==> config.mk <==
export PLATFORM = sky130hd
export DESIGN_NAME = sign_packer
export DESIGN_NICKNAME = d
export VERILOG_FILES = /design/src/rtl/sign_packer.sv
export SDC_FILE = /design/constraint.sdc
export NUM_CORES = 2
export LEC_CHECK = 0
export BUFFER_PORTS_ARGS = -buffer_cell sky130_fd_sc_hd__buf_2
export CORE_AREA = 2 2 417 419
export DETAILED_ROUTE_END_ITERATION = 7
export DIE_AREA = 0 0 419 421
export PLACE_DENSITY = 0.54
export RECOVER_POWER = 100
export SLEW_MARGIN = 20
export SYNTH_ARGS = -nofsm -noshare
export SYNTH_HDL_FRONTEND = slang
export SYNTH_SLANG_ARGS = --single-unit
==> constraint.sdc <==
create_clock -name clk -period 5.75 [get_ports clk]
set_input_delay 0.575 -clock clk [delete_from_list [all_inputs] [get_ports clk]]
set_output_delay 0.575 -clock clk [all_outputs]
set_load 0.02 [all_outputs]
==> src/rtl/sign_packer.sv <==
// sign_packer
//   Snapshots the DIM sign bits from the bipolar vote counters on a capture
//   pulse and streams them out as 32-bit words over a valid/ready master port.
//   Once the signs are captured, the counter array can restart while the
//   words drain at whatever rate the output DMA/FIFO accepts them.
//
// Ports
//   clk, rst   clock; synchronous active-high reset
//   capture    1-cycle pulse: sign_vec is final, take a snapshot
//   sign_vec   DIM sign bits, counter k on bit k
//   m_data     output word i = snapshot[32*i+31 : 32*i]
//   m_valid    m_data valid (high while streaming)
//   m_last     high with the final word
//   m_ready    downstream accepts when m_valid && m_ready
//   busy       a snapshot is held and streaming
//   overrun    sticky: a capture arrived while busy (cleared only by rst)
//   ones_cnt   number of 1 bits in the last completely streamed vector
//   ones_vld   1-cycle pulse when ones_cnt is updated
//
// Configuration macro
//   SIGN_PACK_POPCNT_EN  enables the running popcount behind ones_cnt/ones_vld;
//                        when undefined, both outputs are tied to 0.

module sign_packer #(
  parameter int DIM = 1024,
  localparam int NWORD = DIM / 32,
  localparam int CW = $clog2(NWORD + 1)
) (
  input  logic            clk,
  input  logic            rst,
  input  logic            capture,
  input  logic [DIM-1:0]  sign_vec,
  output logic [31:0]     m_data,
  output logic            m_valid,
  output logic            m_last,
  input  logic            m_ready,
  output logic            busy,
  output logic            overrun,
  output logic [CW+4:0]   ones_cnt,
  output logic            ones_vld
);

  // Index width just large enough to select one of NWORD words.
  localparam int IW = (NWORD > 1) ? $clog2(NWORD) : 1;
  localparam logic [CW-1:0] LAST_IDX = CW'(NWORD - 1);

  typedef enum logic {IDLE, SEND} state_t;

  state_t                  state_q, state_d;
  logic [NWORD-1:0][31:0]  snap_q, snap_d;
  logic [CW-1:0]           idx_q, idx_d;
  logic [CW-1:0]           idx_nxt;
  logic [31:0]             m_data_q, m_data_d;
  logic                    m_last_q, m_last_d;
  logic                    overrun_q, overrun_d;
  logic                    handshake;

`ifdef SIGN_PACK_POPCNT_EN
  localparam int CNTW = CW + 5;
  logic [CNTW-1:0]         acc_q, acc_d;
  logic [CNTW-1:0]         ones_cnt_q, ones_cnt_d;
  logic                    ones_vld_q, ones_vld_d;
  logic [5:0]              word_pop;
`endif

  assign handshake = (state_q == SEND) && m_ready;
  assign idx_nxt   = idx_q + CW'(1);

  // Next-state logic. m_data/m_last are registered and only move on a
  // handshake, so they stay stable under backpressure.
  always_comb begin
    state_d   = state_q;
    snap_d    = snap_q;
    idx_d     = idx_q;
    m_data_d  = m_data_q;
    m_last_d  = m_last_q;
    overrun_d = overrun_q;
`ifdef SIGN_PACK_POPCNT_EN
    acc_d      = acc_q;
    ones_cnt_d = ones_cnt_q;
    ones_vld_d = 1'b0;
    word_pop   = 6'($countones(m_data_q));
`endif

    case (state_q)
      IDLE: begin
        if (capture) begin
          snap_d   = sign_vec;
          idx_d    = '0;
          m_data_d = sign_vec[31:0];
          m_last_d = (NWORD == 1);
          state_d  = SEND;
`ifdef SIGN_PACK_POPCNT_EN
          acc_d    = '0;
`endif
        end
      end
      SEND: begin
        // A capture while streaming is dropped, even on the last handshake.
        if (capture) begin
          overrun_d = 1'b1;
        end
        if (handshake) begin
          if (idx_q == LAST_IDX) begin
            state_d  = IDLE;
            m_last_d = 1'b0;
`ifdef SIGN_PACK_POPCNT_EN
            ones_cnt_d = acc_q + CNTW'(word_pop);
            ones_vld_d = 1'b1;
`endif
          end else begin
            idx_d    = idx_nxt;
            m_data_d = snap_q[idx_nxt[IW-1:0]];
            m_last_d = (idx_nxt == LAST_IDX);
`ifdef SIGN_PACK_POPCNT_EN
            acc_d    = acc_q + CNTW'(word_pop);
`endif
          end
        end
      end
      default: state_d = IDLE;
    endcase
  end

  // State registers. Reset discards the snapshot and aborts any stream.
  always_ff @(posedge clk) begin
    if (rst) begin
      state_q   <= IDLE;
      snap_q    <= '0;
      idx_q     <= '0;
      m_data_q  <= '0;
      m_last_q  <= 1'b0;
      overrun_q <= 1'b0;
`ifdef SIGN_PACK_POPCNT_EN
      acc_q      <= '0;
      ones_cnt_q <= '0;
      ones_vld_q <= 1'b0;
`endif
    end else begin
      state_q   <= state_d;
      snap_q    <= snap_d;
      idx_q     <= idx_d;
      m_data_q  <= m_data_d;
      m_last_q  <= m_last_d;
      overrun_q <= overrun_d;
`ifdef SIGN_PACK_POPCNT_EN
      acc_q      <= acc_d;
      ones_cnt_q <= ones_cnt_d;
      ones_vld_q <= ones_vld_d;
`endif
    end
  end

  assign m_data  = m_data_q;
  assign m_valid = (state_q == SEND);
  assign m_last  = m_last_q;
  assign busy    = (state_q == SEND);
  assign overrun = overrun_q;

`ifdef SIGN_PACK_POPCNT_EN
  assign ones_cnt = ones_cnt_q;
  assign ones_vld = ones_vld_q;
`else
  assign ones_cnt = '0;
  assign ones_vld = 1'b0;
`endif

endmodule

After elaboration in Yosys (flattened, before gate mapping)
Index checks and enable logic that the tools add are counted.
{ "classes": {"addsub": 1, "magnitude_cmp": 1, "reduce_logical": 5, "n_eq_ne": 5, "n_bitwise": 1, "muxes": 18} }
{ "op_table": {"columns": ["cell", "count"], "rows": [
  ["$bmux 32 s5", 1],
  ["$mux 32", 4],
  ["$pmux 32 s2", 1],
  ["$mux 6", 3],
  ["$eq 6x5->1 const B", 2],
  ["$pmux 6 s2", 1],
  ["$add 6x1->6 const B", 1],
  ["$lt 5x6->1 const B", 1],
  ["$mux 1", 6],
  ["$reduce_and 2->1", 3],
  ["$ne 2x2->1 const B", 2],
  ["$pmux 1 s2", 2],
  ["$reduce_and 3->1", 1],
  ["$ne 2x1->1 const B", 1],
  ["$logic_and 1x1->1", 1],
  ["$not 1->1", 1]
]} }
{ "word_totals": {"output_inout_bits": 48, "input_bits": 1028, "elab_cells": 68, "ff_bits": 1065} }

Logic depth before layout (Yosys ltp)
{ "logic_depth": {"depth_word": 6, "depth_mapped": 13, "ltp_nobuf": 6} }

Worst setup path after synthesis
Ideal clock, no wire load.
{ "synth_timing": {"kind": "reg2reg", "startpoint": "register idx_q[0]", "endpoint": "register m_data_q[19] (netlist: m_data[19])", "path_stages_with_launch": 14, "t_arrival_ns": 2.696, "slack_ns": 2.929, "setup_ns": 0.125, "required_ns": 5.625, "cell_sequence": "dfxtp_1 -> buf_6 -> buf_6 -> buf_6 -> buf_6 -> inv_1 -> ha_1 -> buf_2 -> buf_2 -> clkbuf_1 -> mux4_2 -> a22o_1 -> a211oi_2 -> nor3_2"} }
{ "synth_between": {"elab_chain_len": 6} }
{ "synth_lines": {"columns": ["item", "line_no", "text"], "rows": [
  ["start: declaration", "51", "logic [CW-1:0] idx_q, idx_d;"],
  ["start signal: assignment", "142", "idx_q <= idx_d;"],
  ["$add 6x1->6", "67", "assign idx_nxt = idx_q + CW'(1);"],
  ["$bmux 32 s5", "113", "m_data_d = snap_q[idx_nxt[IW-1:0]];"],
  ["$mux 32 (not written as such)", "113", null],
  ["$mux 32", "104", "if (idx_q == LAST_IDX) begin"],
  ["$mux 32", "103", "if (handshake) begin"],
  ["$pmux 32 s2", "85", "case (state_q)"],
  ["end signal: assignment", "143", "m_data_q <= m_data_d;"],
  ["end: declaration", "53", "logic [31:0] m_data_q, m_data_d;"]
]} }
Several ways; a longest one is shown, not always the timed one. The select of a mux whose other input is x is not followed.
A chain may end at the register's enable or synchronous reset.

Worst setup path in the final report
{ "layout_timing": {"startpoint": "register state_q (netlist: busy)", "endpoint": "register m_data_q[16] (netlist: m_data[16])"} }
{ "layout_between": {"elab_chain_len": 3} }
{ "layout_lines": {"columns": ["item", "line_no", "text"], "rows": [
  ["start: declaration", "49", "state_t state_q, state_d;"],
  ["start signal: assignment", "140", "state_q <= state_d;"],
  ["$logic_and 1x1->1 / $not 1->1 (equally long branches)", null, null],
  ["$ne 2x1->1 (no source line) / $ne 2x2->1 (equally long branches)", null, null],
  ["$reduce_and 3->1 (no source line)", null, null]
]} }
Several ways; a longest one is shown, not always the timed one.

==> results.cfg <==
[run_status]
outcome = finished with violations
violations = design-rule violations, max-capacitance violations, max-slew violations

[global_route]
grt_max_degree = 208
antenna_found_initial = 55
gr-usage-all-layers_pct = 25.92
grt_overflow = 0
grt_pass1_wl_mm = 320.2
grt_pass1_vias = 41498

[sta]
finalHoldViolCount = 0
finalClockSkew_ps = 56.57
rsz0062_at_grt = false
relSlewSlack_pct = -174.3
setup_viol = 0
max_freq_ghz = 0.2115
setup_tns_ps = 0
worstMarginPinSlew_ps = 4115
period_share_pct = 82.24
finalMaxSlewViolations = 738
timing.final.crit_period_ps = 4729

[final_layout]
stdcell_area_sq_mm = 0.05745
area_delta_synth_final_pct = 27.00
finalNonFillerCells = 8619
drive_gt1_share_pct = 25.08
post-route-util_pct = 33.31
nets = 7199
fillers = 18121

[logic_synthesis]
synth-edff-count = 0
postSynthCellCount = 5262
async_flop_share_pct = 0
synth_top_area_cell = dfxtp_1
synth_warnings = 0
synth_seq_cells = 1065
ys_types = 50
synth_area_sq_mm = 0.04524
synth_top_area_share_pct = 47.13
synth_ff_type = dfxtp_1
syn_avg_cell_area_sq_um = 8.597
yosysSeqAreaShare_pct = 47.13
synthMostInstantiatedCell = nand2_1
synth_area_leaders = dfxtp_1 47%, nand2_1 17%, mux4_2 13%
yosys-top-cells-count = 2051 x nand2_1, 1065 x dfxtp_1, 1033 x a21oi_1

[setup_path]
critPathArrivalTime_ps = 5390
required_ps = 6420
critPathCaptureType = flop
crit_top_cell = nor3_1
critPathMaxFanout = 26
max_stage_delay_ps = 2400
crit_type = flop to flop
start_kind = flop
critPathSlowestCell = nor2b_1
critPathTopFamily = simple AND/OR/NAND/NOR gates
crit_chain = nor2b_1, clkbuf_1, nor3_1, a211o_1, nor3_1
critical_path_buf_inv_count = 1

[clocking]
postCtsSetupRepairBufs = 0
clk_path_buf_depth = 3
htree_levels = 3
cts_buffers = 120
clk_pin_slew_worst_paths_ps = 60
cts_sinks = 1065
cts-root-buf = clkbuf_16
cts_tree = done
insertion_delay_ps = 770

[place]
place_area_sq_mm = 0.05200
gp_congestion = 0.9866
post-place-cells = 8246
place.port_buffers = 1063
dpl.hpwl_mm = 188.0

[route]
routed_wl_mm = 238.8
drt_iter0_markers = 3889
vias = 43120
drc = 1
drt_pass1_iterations = 8
via_per_inst = 5.003
routedWlPerCell_um = 27.71
ant_nets = 0

[pwr]
power_density_mw_per_mm2 = 332.1
ir_worst_vdd_v = 0.0002953
p_leak_nw = 22.41

[die]
die_x_um = 419
coreArea_sq_mm = 0.1725
die_area_sq_mm = 0.1764
initial_core_util_pct = 26.23
std_cell_rows = 153
ios = 1076
die_y_um = 421

[job]
cap_violations = 11

[min_path]
hold_class = input pin to flop
## per-layer routing
metal	wire, um	part of all wire (%)	track usage (%)	vias up
met2	117400	49	44.74	1793
met3	14400	6.0	3.892	464
met4	16580	6.9	15.03	14
met5	88	0.037	0	-
met1	90420	38	30.40	21158
li1	-	-	-	19691
## state kept, by name, indices dropped and copies added (netlist names)
signal,flops
snap_q,1024
idx_q,6
overrun,1
m_last,1
busy,1
m_data,32
## report_power, final
part / switching, mW / internal [mW] / total, mW
Sequential: 0.392 / 7.81 / 8.20
Combinational: 1.49 / 0.936 / 2.43
Clock: 3.45 / 5.00 / 8.45
## per-stage QoR
step | hold slack, ps | power, mW | worst slack (ps)
final | 60.79 | 19.08 | 1021
after global routing | 24.64 | 19.67 | 761.7
after CTS | 0.06201 | 19.23 | 1669
after detailed placement | 444.4 | 10.73 | 1658
after global placement | 438.4 | 10.71 | 1754
after floorplan | 433.1 | 9.450 | 2929
## worst paths after layout
check	from	endpoint	slack [ps]	cells after the start
worst min register to register	snap_q[801]	snap_q[801]	450	2
worst min-delay path	sign_vec[215]	snap_q[215]	60	3
worst max register to register	busy	m_data[16]	1020	5
worst max-delay path	busy	m_data[16]	1020	5
## cell usage in the layout, fill, tap and decap left out, drive strengths merged, types with 29 or more instances in the layout
cell type	count
a211o	32
a211oi	65
a21oi	1033
a22o	32
buf	1071
clkbuf	216
clkinv	29
dfxtp	1065
dlygate4sd3	126
mux2i	32
mux4	256
nand2	2051
nor2b	35
nor3	68
o21bai	32
o22a	32
## what timing repair did
item / in CTS / in global routing
hold buffers: 126 / 0
hold endpoints to repair: 126 / 0
resized for setup: 0 / 0
## kinds of logic (layout without fill, tap and decap cells)
group	after synthesis	in the layout	synth area share, %
simple gates	2187	2187	18.77
compound gates	1242	1242	15.49
flops	1065	1065	47.13
buf+inv	474	1472	5.017
mux	288	288	13.45
xor+xnor	3	3	0.07469
fa+ha+maj	2	2	0.05531
other cells	1	35	0.008289
## worst register-to-register path, stage by stage (launching register included)
cell and delay (ps):
dfxtp_1 360, nor2b_1 2400, clkbuf_1 1300, nor3_1 140
a211o_1 280, nor3_1 140
## area by class of cell
type,instances,area (sq um),area share (%)
antenna,23,57.56,0.1002
clock buffer,167,3471,6.041
clock inverter,57,867.1,1.509
inverter,2,7.507,0.01307
multi-input combinational,3734,21690,37.76
sequential,1065,21320,37.12
tap,2325,2909,5.063
timing repair buffer,1246,7123,12.40
(Power assumes the default switching activity.)
